==> config.mk <==
export PLATFORM = sky130hd
export DESIGN_NAME = color_detector
export DESIGN_NICKNAME = d
export VERILOG_FILES = /design/src/rtl/color_detector_pkg.sv /design/src/rtl/rgb565_classifier.sv /design/src/rtl/color_detector.sv
export SDC_FILE = /design/constraint.sdc
export NUM_CORES = 1
export LEC_CHECK = 0
export ABC_AREA = 1
export CAP_MARGIN = 15
export CORE_MARGIN = 10
export CORE_UTILIZATION = 52
export DETAILED_ROUTE_END_ITERATION = 16
export MAX_ROUTING_LAYER = met4
export PLACE_DENSITY_LB_ADDON = 0.2
export SETUP_SLACK_MARGIN = 0.5
export SLEW_MARGIN = 15
export SYNTH_ARGS = -nofsm -noshare
export SYNTH_HDL_FRONTEND = slang
export SYNTH_HIERARCHICAL = 1
export SYNTH_SLANG_ARGS = --single-unit
==> constraint.sdc <==
create_clock -name clk -period 2.3 [get_ports clk]
set_input_delay 0.23 -clock clk [delete_from_list [all_inputs] [get_ports clk]]
set_output_delay 0.23 -clock clk [all_outputs]
set_load 0.02 [all_outputs]
==> src/rtl/color_detector_pkg.sv <==
`default_nettype none
// +------------------------------------------------------------------------+
// | color_detector_pkg                                                     |
// | Shared types, window geometry and winner selection for color_detector. |
// | Revision: 1.0                                                          |
// +------------------------------------------------------------------------+
package color_detector_pkg;

  typedef enum logic [1:0] {
    NONE  = 2'd0,
    RED   = 2'd1,
    GREEN = 2'd2,
    BLUE  = 2'd3
  } color_e;

  typedef enum logic [0:0] {
    ST_WAIT_SOF = 1'b0,
    ST_ACCUM    = 1'b1
  } state_e;

  localparam int              CNT_W       = 15;
  localparam logic [CNT_W-1:0] CNT_MAX    = {CNT_W{1'b1}};
  localparam logic [CNT_W-1:0] CNT_ONE    = {{(CNT_W-1){1'b0}}, 1'b1};
  localparam logic [9:0]      ROI_X_END   = 10'd320;
  localparam logic [9:0]      ROI_Y_START = 10'd240;
  localparam logic [9:0]      ROI_Y_END   = 10'd480;
  localparam logic [9:0]      EOF_ROW     = 10'd480;

  // Largest count wins, ties resolved RED > GREEN > BLUE.
  function automatic color_e pick_winner(
    input logic [CNT_W-1:0] r,
    input logic [CNT_W-1:0] g,
    input logic [CNT_W-1:0] b,
    input logic [CNT_W-1:0] min_pixels
  );
    color_e           w;
    logic [CNT_W-1:0] c;
    if (r >= g && r >= b) begin
      w = RED;
      c = r;
    end else if (g >= b) begin
      w = GREEN;
      c = g;
    end else begin
      w = BLUE;
      c = b;
    end
    if (c < min_pixels) begin
      w = NONE;
    end
    return w;
  endfunction

endpackage : color_detector_pkg
`default_nettype wire

==> src/rtl/rgb565_classifier.sv <==
`default_nettype none
// +------------------------------------------------------------------------+
// | rgb565_classifier                                                      |
// | Combinational per-pixel dominant-channel classifier for RGB565 data.   |
// | Revision: 1.0                                                          |
// +------------------------------------------------------------------------+
module rgb565_classifier
  import color_detector_pkg::*;
#(
  parameter logic [4:0] SAT_MIN = 5'd12,
  parameter logic [4:0] MARGIN  = 5'd4
) (
  input  logic [15:0] rgb565,
  output color_e      color
);

  logic [5:0] r6;
  logic [5:0] g6;
  logic [5:0] b6;
  logic [5:0] m6;
  logic       is_red;
  logic       is_green;
  logic       is_blue;
  logic       unused_g_lsb;

  // Green uses its top five bits so all channels compare on the same scale.
  assign r6           = {1'b0, rgb565[15:11]};
  assign g6           = {1'b0, rgb565[10:6]};
  assign b6           = {1'b0, rgb565[4:0]};
  assign m6           = {1'b0, MARGIN};
  assign unused_g_lsb = rgb565[5];

  assign is_red   = (r6[4:0] >= SAT_MIN) && (r6 >= g6 + m6) && (r6 >= b6 + m6);
  assign is_green = (g6[4:0] >= SAT_MIN) && (g6 >= r6 + m6) && (g6 >= b6 + m6);
  assign is_blue  = (b6[4:0] >= SAT_MIN) && (b6 >= r6 + m6) && (b6 >= g6 + m6);

  always_comb begin
    color = NONE;
    if (is_red) begin
      color = RED;
    end else if (is_green) begin
      color = GREEN;
    end else if (is_blue) begin
      color = BLUE;
    end
  end

endmodule : rgb565_classifier
`default_nettype wire

==> src/rtl/color_detector.sv <==
`default_nettype none
// +------------------------------------------------------------------------+
// | color_detector                                                         |
// | Per-frame dominant colour classifier over the 2x-upscaled dice window. |
// | Optional: COLOR_DETECTOR_STABLE_EN gates color_id on repeated results. |
// | Revision: 1.0                                                          |
// +------------------------------------------------------------------------+
module color_detector
  import color_detector_pkg::*;
#(
  parameter logic [4:0]       SAT_MIN       = 5'd12,
  parameter logic [4:0]       MARGIN        = 5'd4,
  parameter logic [CNT_W-1:0] MIN_PIXELS    = 15'd500,
  parameter int               STABLE_FRAMES = 3
) (
  input  logic             clk,
  input  logic             reset,
  input  logic             DE,
  input  logic [9:0]       x_pixel,
  input  logic [9:0]       y_pixel,
  input  logic [15:0]      rgb565,
  output logic [1:0]       color_id,
  output logic [CNT_W-1:0] red_cnt,
  output logic [CNT_W-1:0] green_cnt,
  output logic [CNT_W-1:0] blue_cnt,
  output logic             color_valid
);

  logic             de_dly_q, de_dly_d;
  logic [9:0]       x_dly_q, x_dly_d;
  logic [9:0]       y_dly_q, y_dly_d;
  logic             aln_vld_q, aln_vld_d;
  state_e           state_q, state_d;
  logic [CNT_W-1:0] red_acc_q, red_acc_d;
  logic [CNT_W-1:0] green_acc_q, green_acc_d;
  logic [CNT_W-1:0] blue_acc_q, blue_acc_d;
  logic [CNT_W-1:0] red_out_q, red_out_d;
  logic [CNT_W-1:0] green_out_q, green_out_d;
  logic [CNT_W-1:0] blue_out_q, blue_out_d;
  color_e           color_id_q, color_id_d;
  logic             color_valid_q, color_valid_d;

  color_e           pix_class;
  color_e           raw_winner;
  logic             sof;
  logic             eof;
  logic             sample;

`ifdef COLOR_DETECTOR_STABLE_EN
  localparam logic [2:0] STAB_CNT = 3'(STABLE_FRAMES);
  logic [2:0] rep_q, rep_d;
  color_e     last_raw_q, last_raw_d;
`else
  logic       unused_stable_cfg;
  assign unused_stable_cfg = (STABLE_FRAMES != 0);
`endif

  rgb565_classifier #(
    .SAT_MIN (SAT_MIN),
    .MARGIN  (MARGIN)
  ) u_classifier (
    .rgb565 (rgb565),
    .color  (pix_class)
  );

  // aln_vld_q keeps the post-reset zero in x/y_dly_q from faking a start of frame.
  assign sof    = aln_vld_q && (x_dly_q == 10'd0) && (y_dly_q == 10'd0);
  assign eof    = aln_vld_q && (x_dly_q == 10'd0) && (y_dly_q == EOF_ROW);
  assign sample = de_dly_q && (x_dly_q < ROI_X_END) &&
                  (y_dly_q >= ROI_Y_START) && (y_dly_q < ROI_Y_END) &&
                  !x_dly_q[0] && !y_dly_q[0];

  assign raw_winner = pick_winner(red_acc_q, green_acc_q, blue_acc_q, MIN_PIXELS);

  always_comb begin
    de_dly_d      = DE;
    x_dly_d       = x_pixel;
    y_dly_d       = y_pixel;
    aln_vld_d     = 1'b1;
    state_d       = state_q;
    red_acc_d     = red_acc_q;
    green_acc_d   = green_acc_q;
    blue_acc_d    = blue_acc_q;
    red_out_d     = red_out_q;
    green_out_d   = green_out_q;
    blue_out_d    = blue_out_q;
    color_id_d    = color_id_q;
    color_valid_d = 1'b0;
`ifdef COLOR_DETECTOR_STABLE_EN
    rep_d         = rep_q;
    last_raw_d    = last_raw_q;
`endif
    case (state_q)
      ST_WAIT_SOF: begin
        if (sof) begin
          red_acc_d   = '0;
          green_acc_d = '0;
          blue_acc_d  = '0;
          state_d     = ST_ACCUM;
        end
      end
      ST_ACCUM: begin
        if (sample) begin
          case (pix_class)
            RED:     if (red_acc_q != CNT_MAX) red_acc_d = red_acc_q + CNT_ONE;
            GREEN:   if (green_acc_q != CNT_MAX) green_acc_d = green_acc_q + CNT_ONE;
            BLUE:    if (blue_acc_q != CNT_MAX) blue_acc_d = blue_acc_q + CNT_ONE;
            default: ;
          endcase
        end
        if (eof) begin
          red_out_d     = red_acc_q;
          green_out_d   = green_acc_q;
          blue_out_d    = blue_acc_q;
          color_valid_d = 1'b1;
          state_d       = ST_WAIT_SOF;
`ifdef COLOR_DETECTOR_STABLE_EN
          if ((raw_winner == last_raw_q) && (rep_q != 3'd0)) begin
            rep_d = (rep_q >= STAB_CNT) ? rep_q : rep_q + 3'd1;
          end else begin
            rep_d = 3'd1;
          end
          last_raw_d = raw_winner;
          if (rep_d >= STAB_CNT) begin
            color_id_d = raw_winner;
          end
`else
          color_id_d = raw_winner;
`endif
        end
      end
      default: state_d = ST_WAIT_SOF;
    endcase
  end

  always_ff @(posedge clk) begin
    if (reset) begin
      de_dly_q      <= 1'b0;
      x_dly_q       <= '0;
      y_dly_q       <= '0;
      aln_vld_q     <= 1'b0;
      state_q       <= ST_WAIT_SOF;
      red_acc_q     <= '0;
      green_acc_q   <= '0;
      blue_acc_q    <= '0;
      red_out_q     <= '0;
      green_out_q   <= '0;
      blue_out_q    <= '0;
      color_id_q    <= NONE;
      color_valid_q <= 1'b0;
`ifdef COLOR_DETECTOR_STABLE_EN
      rep_q         <= 3'd0;
      last_raw_q    <= NONE;
`endif
    end else begin
      de_dly_q      <= de_dly_d;
      x_dly_q       <= x_dly_d;
      y_dly_q       <= y_dly_d;
      aln_vld_q     <= aln_vld_d;
      state_q       <= state_d;
      red_acc_q     <= red_acc_d;
      green_acc_q   <= green_acc_d;
      blue_acc_q    <= blue_acc_d;
      red_out_q     <= red_out_d;
      green_out_q   <= green_out_d;
      blue_out_q    <= blue_out_d;
      color_id_q    <= color_id_d;
      color_valid_q <= color_valid_d;
`ifdef COLOR_DETECTOR_STABLE_EN
      rep_q         <= rep_d;
      last_raw_q    <= last_raw_d;
`endif
    end
  end

  assign color_id    = color_id_q;
  assign red_cnt     = red_out_q;
  assign green_cnt   = green_out_q;
  assign blue_cnt    = blue_out_q;
  assign color_valid = color_valid_q;

endmodule : color_detector
`default_nettype wire

* After elaboration in Yosys (flattened, before gate mapping)
Index checks and enable logic that the tools add are counted.
** Word-level totals
- Register bits :: 116
- Logic and storage cells :: 101
** Operators by class
- $add $sub $neg :: 6
- Order comparisons :: 16
- Equal/unequal tests :: 15
- Multiplexer cells :: 26
- Bitwise gates (word level) :: 1
- Reduce and logical (&&, ||, !) cells :: 24
** Operators by type and width (count)
- $mux W15 :: 12
- $pmux W15 S2 :: 3
- $add A15 B1 Y15 const B :: 3
- $ge A15 B15 Y1 :: 3
- $ne A15 B15 Y1 const B :: 3
- $ge A5 B6 Y1 :: 6
- $logic_not A10 Y1 :: 2
- $lt A10 B9 Y1 const B :: 2
- $add A5 B3 Y6 const B :: 3
- $ge A5 B4 Y1 const B :: 3
- $logic_and A1 B1 Y1 :: 15
- $lt A15 B9 Y1 const B :: 1
- $ne A2 B1 Y1 const B :: 7
- $reduce_and A4 Y1 :: 3
- $eq A10 B9 Y1 const B :: 1
- $ge A10 B8 Y1 const B :: 1
- $mux W2 :: 5
- $mux W1 :: 5
- $eq A2 B2 Y1 const B :: 2
- $eq A2 B1 Y1 const B :: 1
- $logic_not A1 Y1 :: 2
- $ne A2 B2 Y1 const B :: 1
- $pmux W1 S2 :: 1
- $reduce_and A2 Y1 :: 1
- other kinds (2) :: 2

* Longest topological paths before layout
- Depth after elaboration :: 11
- Mapped depth :: 21
- Mapped depth without buffers :: 21

* Cells and area by module
Netlist, hierarchy kept.
** By module, submodules not included
- color_detector :: times used 1, cells each 917, area each 6523.8 µm²
- rgb565_classifier :: times used 1, cells each 151, area each 872.1 µm²

* Worst setup path after synthesis
No wires, ideal clock.
- Path type :: in2reg
- Start point :: input rgb565[8]
- End point :: register blue_acc_q[13]
- Arrival time :: 2.133 ns
- Required time :: 2.231 ns
- Slack :: 0.098 ns
- Stages :: 21
- Path buffers :: 1
- Cell sequence :: ha_1 > xnor2_1 > ha_1 > nand2_1 > inv_1 > a21oi_1 > nand2_1 > nand2_1 > nor2_1 > nand2_1 > inv_1 > nand2_1 > nand2_1 > nand2_1 > inv_1 > o21ai_2 > inv_4 > nand2_4 > buf_8 > nand2_2 > a21oi_2
** Between the ends
- Cells in the longest elaborated chain, start to end :: 9
** RTL lines
- start, declared :: line color_detector.sv:21 : input logic [15:0] rgb565,
- $add A5 B3 Y6 :: line rgb565_classifier.sv:33, rgb565_classifier.sv:35
- $ge A5 B6 Y1 :: line rgb565_classifier.sv:35 : assign is_blue = (b6[4:0] >= SAT_MIN) && (b6 >= r6 + m6) && (b6 >= g6 + m6);
- $logic_and A1 B1 Y1 :: line rgb565_classifier.sv:35
- $mux W2 :: line rgb565_classifier.sv:43 : end else if (is_blue) begin
- $mux W2 :: line rgb565_classifier.sv:41 : end else if (is_green) begin
- $mux W2 * :: line rgb565_classifier.sv:39 : if (is_red) begin
- net pix_class[0] :: line color_detector.sv:43 : color_e pix_class;
- $eq A2 B2 Y1 * :: line color_detector.sv:104 : case (pix_class)
- $ne A2 B1 Y1 (no source line) *
- $reduce_and A4 Y1 (no source line) *
- end signal, assigned :: line color_detector.sv:163 : blue_acc_q <= blue_acc_d;
- end, declared :: line color_detector.sv:36 : logic [CNT_W-1:0] blue_acc_q, blue_acc_d;
The timed path passes the listed nets; every way through them passes the cells marked *.
A chain may end at the register's enable or synchronous reset.

* Worst setup path after layout
- Start point :: input rgb565[9]
- End point :: register red_acc_q[3]
** Between the ends
- Cells in the longest elaborated chain, start to end :: 9
** RTL lines
- $add A5 B3 Y6 :: line rgb565_classifier.sv:33, rgb565_classifier.sv:35
- $ge A5 B6 Y1 :: line rgb565_classifier.sv:35
- $logic_and A1 B1 Y1 :: line rgb565_classifier.sv:35
- $mux W2 :: line rgb565_classifier.sv:43
- $mux W2 :: line rgb565_classifier.sv:41
- $mux W2 * :: line rgb565_classifier.sv:39
- net pix_class[1] :: line color_detector.sv:43
- $eq A2 B1 Y1 * :: line color_detector.sv:104
- $ne A2 B1 Y1 (no source line) *
- $reduce_and A4 Y1 (no source line) *
- end signal, assigned :: line color_detector.sv:161 : red_acc_q <= red_acc_d;
- end, declared :: line color_detector.sv:34 : logic [CNT_W-1:0] red_acc_q, red_acc_d;
Marks and branches as above.

==> impl_metrics.yaml <==
cts:
  clkTransAtPathRegs_ps: 50
  clockBufferDepth: 2
  htreeDepth: 4
  ctsRootBufferMaster: "clkbuf_16"
  hold_buffers: 0
  cts_tree: "yes"
  clock_sinks: 116
  insertion_delay_ps: 430
  cts_made_buffers: 17
placement:
  place_hpwl_mm: 15.1
  io_buffers: 85
  routabilityCongestion: 0.966
synthesis:
  synthCells: 1068
  synth-seq-area-share: 0.314
  yosys.area.top_type: "dfxtp_1"
  synth_area_leaders: "dfxtp_1, ha_1, nand2_1"
  synth_area_per_cell_sq_um: 6.92
  synth.distinct_cells: 43
  netlist_area_sq_um: 7400
  ys_warn_count: 6
  synth_nets: 1181
  synth-edff-count: 0
  synth_top_area_frac: 0.314
  async_reset_ff_frac: 0
  synth-main-ff-cell: "dfxtp_1"
  ys_ff_latch: 116
setup_path:
  cp_slowest_cell: "ha_4"
  cp-end-kind: "flip-flop"
  reg2reg_setup_slack_ps: 340
  path_cells: "buf_8 -> ha_4 -> xnor2_4 -> buf_6 -> ha_4 -> nand2_2 -> o21ai_1 -> inv_1 -> nand3_1 -> nand3_2 -> nand2_2 -> inv_2 -> inv_2 -> nand4_1 -> nand2_4 -> buf_12 -> nand3_4 -> a21oi_2"
  crit_fanout: 7
  slowest_delay_ps: 260
  start_kind: "input pin"
  cp.required_ps: 2660
  cp.arrival_ps: 2390
  critical_path_class: "input pin to flip-flop"
floorplanning:
  fp.dieArea_sq_um: 19400
  core_area_sq_um: 13900
  die_h_um: 139
  io_pins: 87
  rows: 43
  start_util: 0.531
  die_x_um: 139
sta:
  worst_slew_pin_slew_ps: 464
  tns_ps: 0
  fin_skew_ps: 7.12
  finalCritPeriodShare: 0.880
  slew_viol_final: 0
  maxSlewHeadroom: 0.689
  min_period_ps: 2030
  finalSetupViolations: 0
  max_freq_mhz: 494
  rsz0062_at_grt: "yes"
  whs_ps: 190
  final_hold_viol_count: 0
run:
  drv_cap: 0
global_routing:
  grt_pass1_vias: 7309
  grtUsageTotal: 0.225
  gr-total-overflow: 0
  grt_max_degree: 41
  grt_pass1_wl_mm: 35.5
  antenna_found_initial: 0
power:
  ir_drop_uv: 543
  power_density_nw_per_um2: 534
  p_total_uw: 5340
  power_leakage_uw: 0.00425
routing:
  wire_per_inst_um: 15.7
  wl_mm: 21.8
  drt_pass1_iterations: 7
  drc: 0
  drt_iter0_drc: 608
  vias_per_cell: 5.43
  ant_nets: 0
  num_vias: 7540
run_status:
  status: "complete, no violations"
cells_and_area:
  nets: 1309
  seqCellArea_sq_um: 2340
  drive_gt1_frac: 0.216
  fillCellCount: 1105
  fin_util: 0.717
  antenna_cells: 0
  synthToLayoutAreaGrowth_pct: 35.2
  multi_input_area_sq_um: 4930
worst_hold_path:
  hold_path.class: "input pin to flip-flop"
[worst paths after layout]
| kind | from | to | cells past startpoint |
|---|---|---|---|
| worst max-delay path | rgb565[9] | red_acc_q[3] | 18 |
| worst min-delay path | reset | y_dly_q[0] | 2 |
| worst max register to register | green_acc_q[1] | green_acc_q[0] | 12 |
| worst min register to register | red_cnt[0] | red_cnt[0] | 2 |
[worst max-delay path: cells and delay by family]
kind	cells	cell delay, ps
compound gates	2	250
xor+xnor	1	140
fa+ha+maj	2	430
buf+inv	6	550
simple gates	7	780
[stage by stage]
step | std cells | setup WS [ps] | cell area (sq um)
final | 1389 | 275 | 10000
after floorplan | 1068 | 99.7 | 7460
after global routing | 1389 | 113 | 10000
after global placement | 1346 | -488 | 8730
after detailed placement | 1346 | -566 | 8730
after CTS | 1387 | 352 | 9740
[area by class of cell]
type,count,share of cell area
sequential,116,0.235
multi-input combinational,789,0.493
clock buffer,22,0.0484
clock inverter,10,0.0145
tap,180,0.0225
inverter,131,0.0497
timing repair buffer,141,0.137
[where the power goes]
part / total (uW) / leakage [uW] / switching, uW / internal [uW]
clock network: 2810 / 0.000303 / 983 / 1820
logic: 488 / 0.00300 / 258 / 230
registers: 2040 / 0.000949 / 9.69 / 2030
[flip-flops by register name (all words and copies together), names as in the netlist, 2 cells and up]
register     flops
blue_acc_q      15
blue_cnt        15
green_acc_q     15
green_cnt       15
red_acc_q       15
red_cnt         15
x_dly_q         10
y_dly_q         10
color_id         2
[cells in the final DEF, fill, tap and decap left out, types with 3 or more instances in the layout]
master	count
nor2_4	7
nor2_2	8
clkbuf_16	17
nand2_8	4
bufinv_16	3
nand4_1	18
a21oi_1	83
buf_2	4
o21ai_1	4
inv_2	27
o21ai_2	6
nand3_4	3
nand2_1	203
nor3b_1	5
dfxtp_1	98
dfxtp_2	18
buf_6	6
nand2_2	22
clkbuf_8	4
nand3b_1	8
ha_4	13
clkdlybuf4s50_1	69
ha_1	60
a21oi_2	24
xor2_1	27
buf_4	45
nand3_2	13
nor2_1	135
o21ai_0	50
nor3_1	19
nand2_4	7
inv_1	100
buf_12	5
dlygate4sd2_1	7
nand3_1	51
[kinds of logic (layout without fill, tap and decap cells)]
family / Yosys count / in the layout / synth area share
AOI/OAI and AO/OA: 173 / 173 / 0.124
xor gates and xnor gates: 30 / 30 / 0.0365
adders and majority gates: 74 / 74 / 0.125
buffers and inverters: 165 / 304 / 0.0927
DFF: 116 / 116 / 0.314
and+or+nand+nor: 510 / 512 / 0.307
[synthesized netlist by cell type, types with 16 or more instances]
| cell type | instances |
|---|---|
| nand4_1 | 18 |
| nor3_1 | 19 |
| nor2_1 | 141 |
| dfxtp_1 | 116 |
| ha_1 | 74 |
| nand3_1 | 64 |
| nand2_1 | 223 |
| xor2_1 | 27 |
| inv_1 | 119 |
| clkbuf_1 | 16 |
| a21oi_1 | 102 |
| o21ai_0 | 53 |
[per-layer routing]
| layer | wire length [um] | up-vias | global-route usage |
|---|---|---|---|
| li1 | - | 3743 | - |
| met1 | 9200 | 3452 | 0.263 |
| met2 | 10700 | 284 | 0.370 |
| met3 | 1300 | 61 | 0.0517 |
| met4 | 594 | 0 | 0.0851 |
| met5 | 0 | - | - |
[timing repair]
action / CTS / global route
cloned: 3 / 1
setup endpoints to repair: 64 / 74
gates resized for setup: 109 / 74
setup buffers: 6 / 1
pin swaps: 47 / 22
Power figures use the tool's default switching activity.
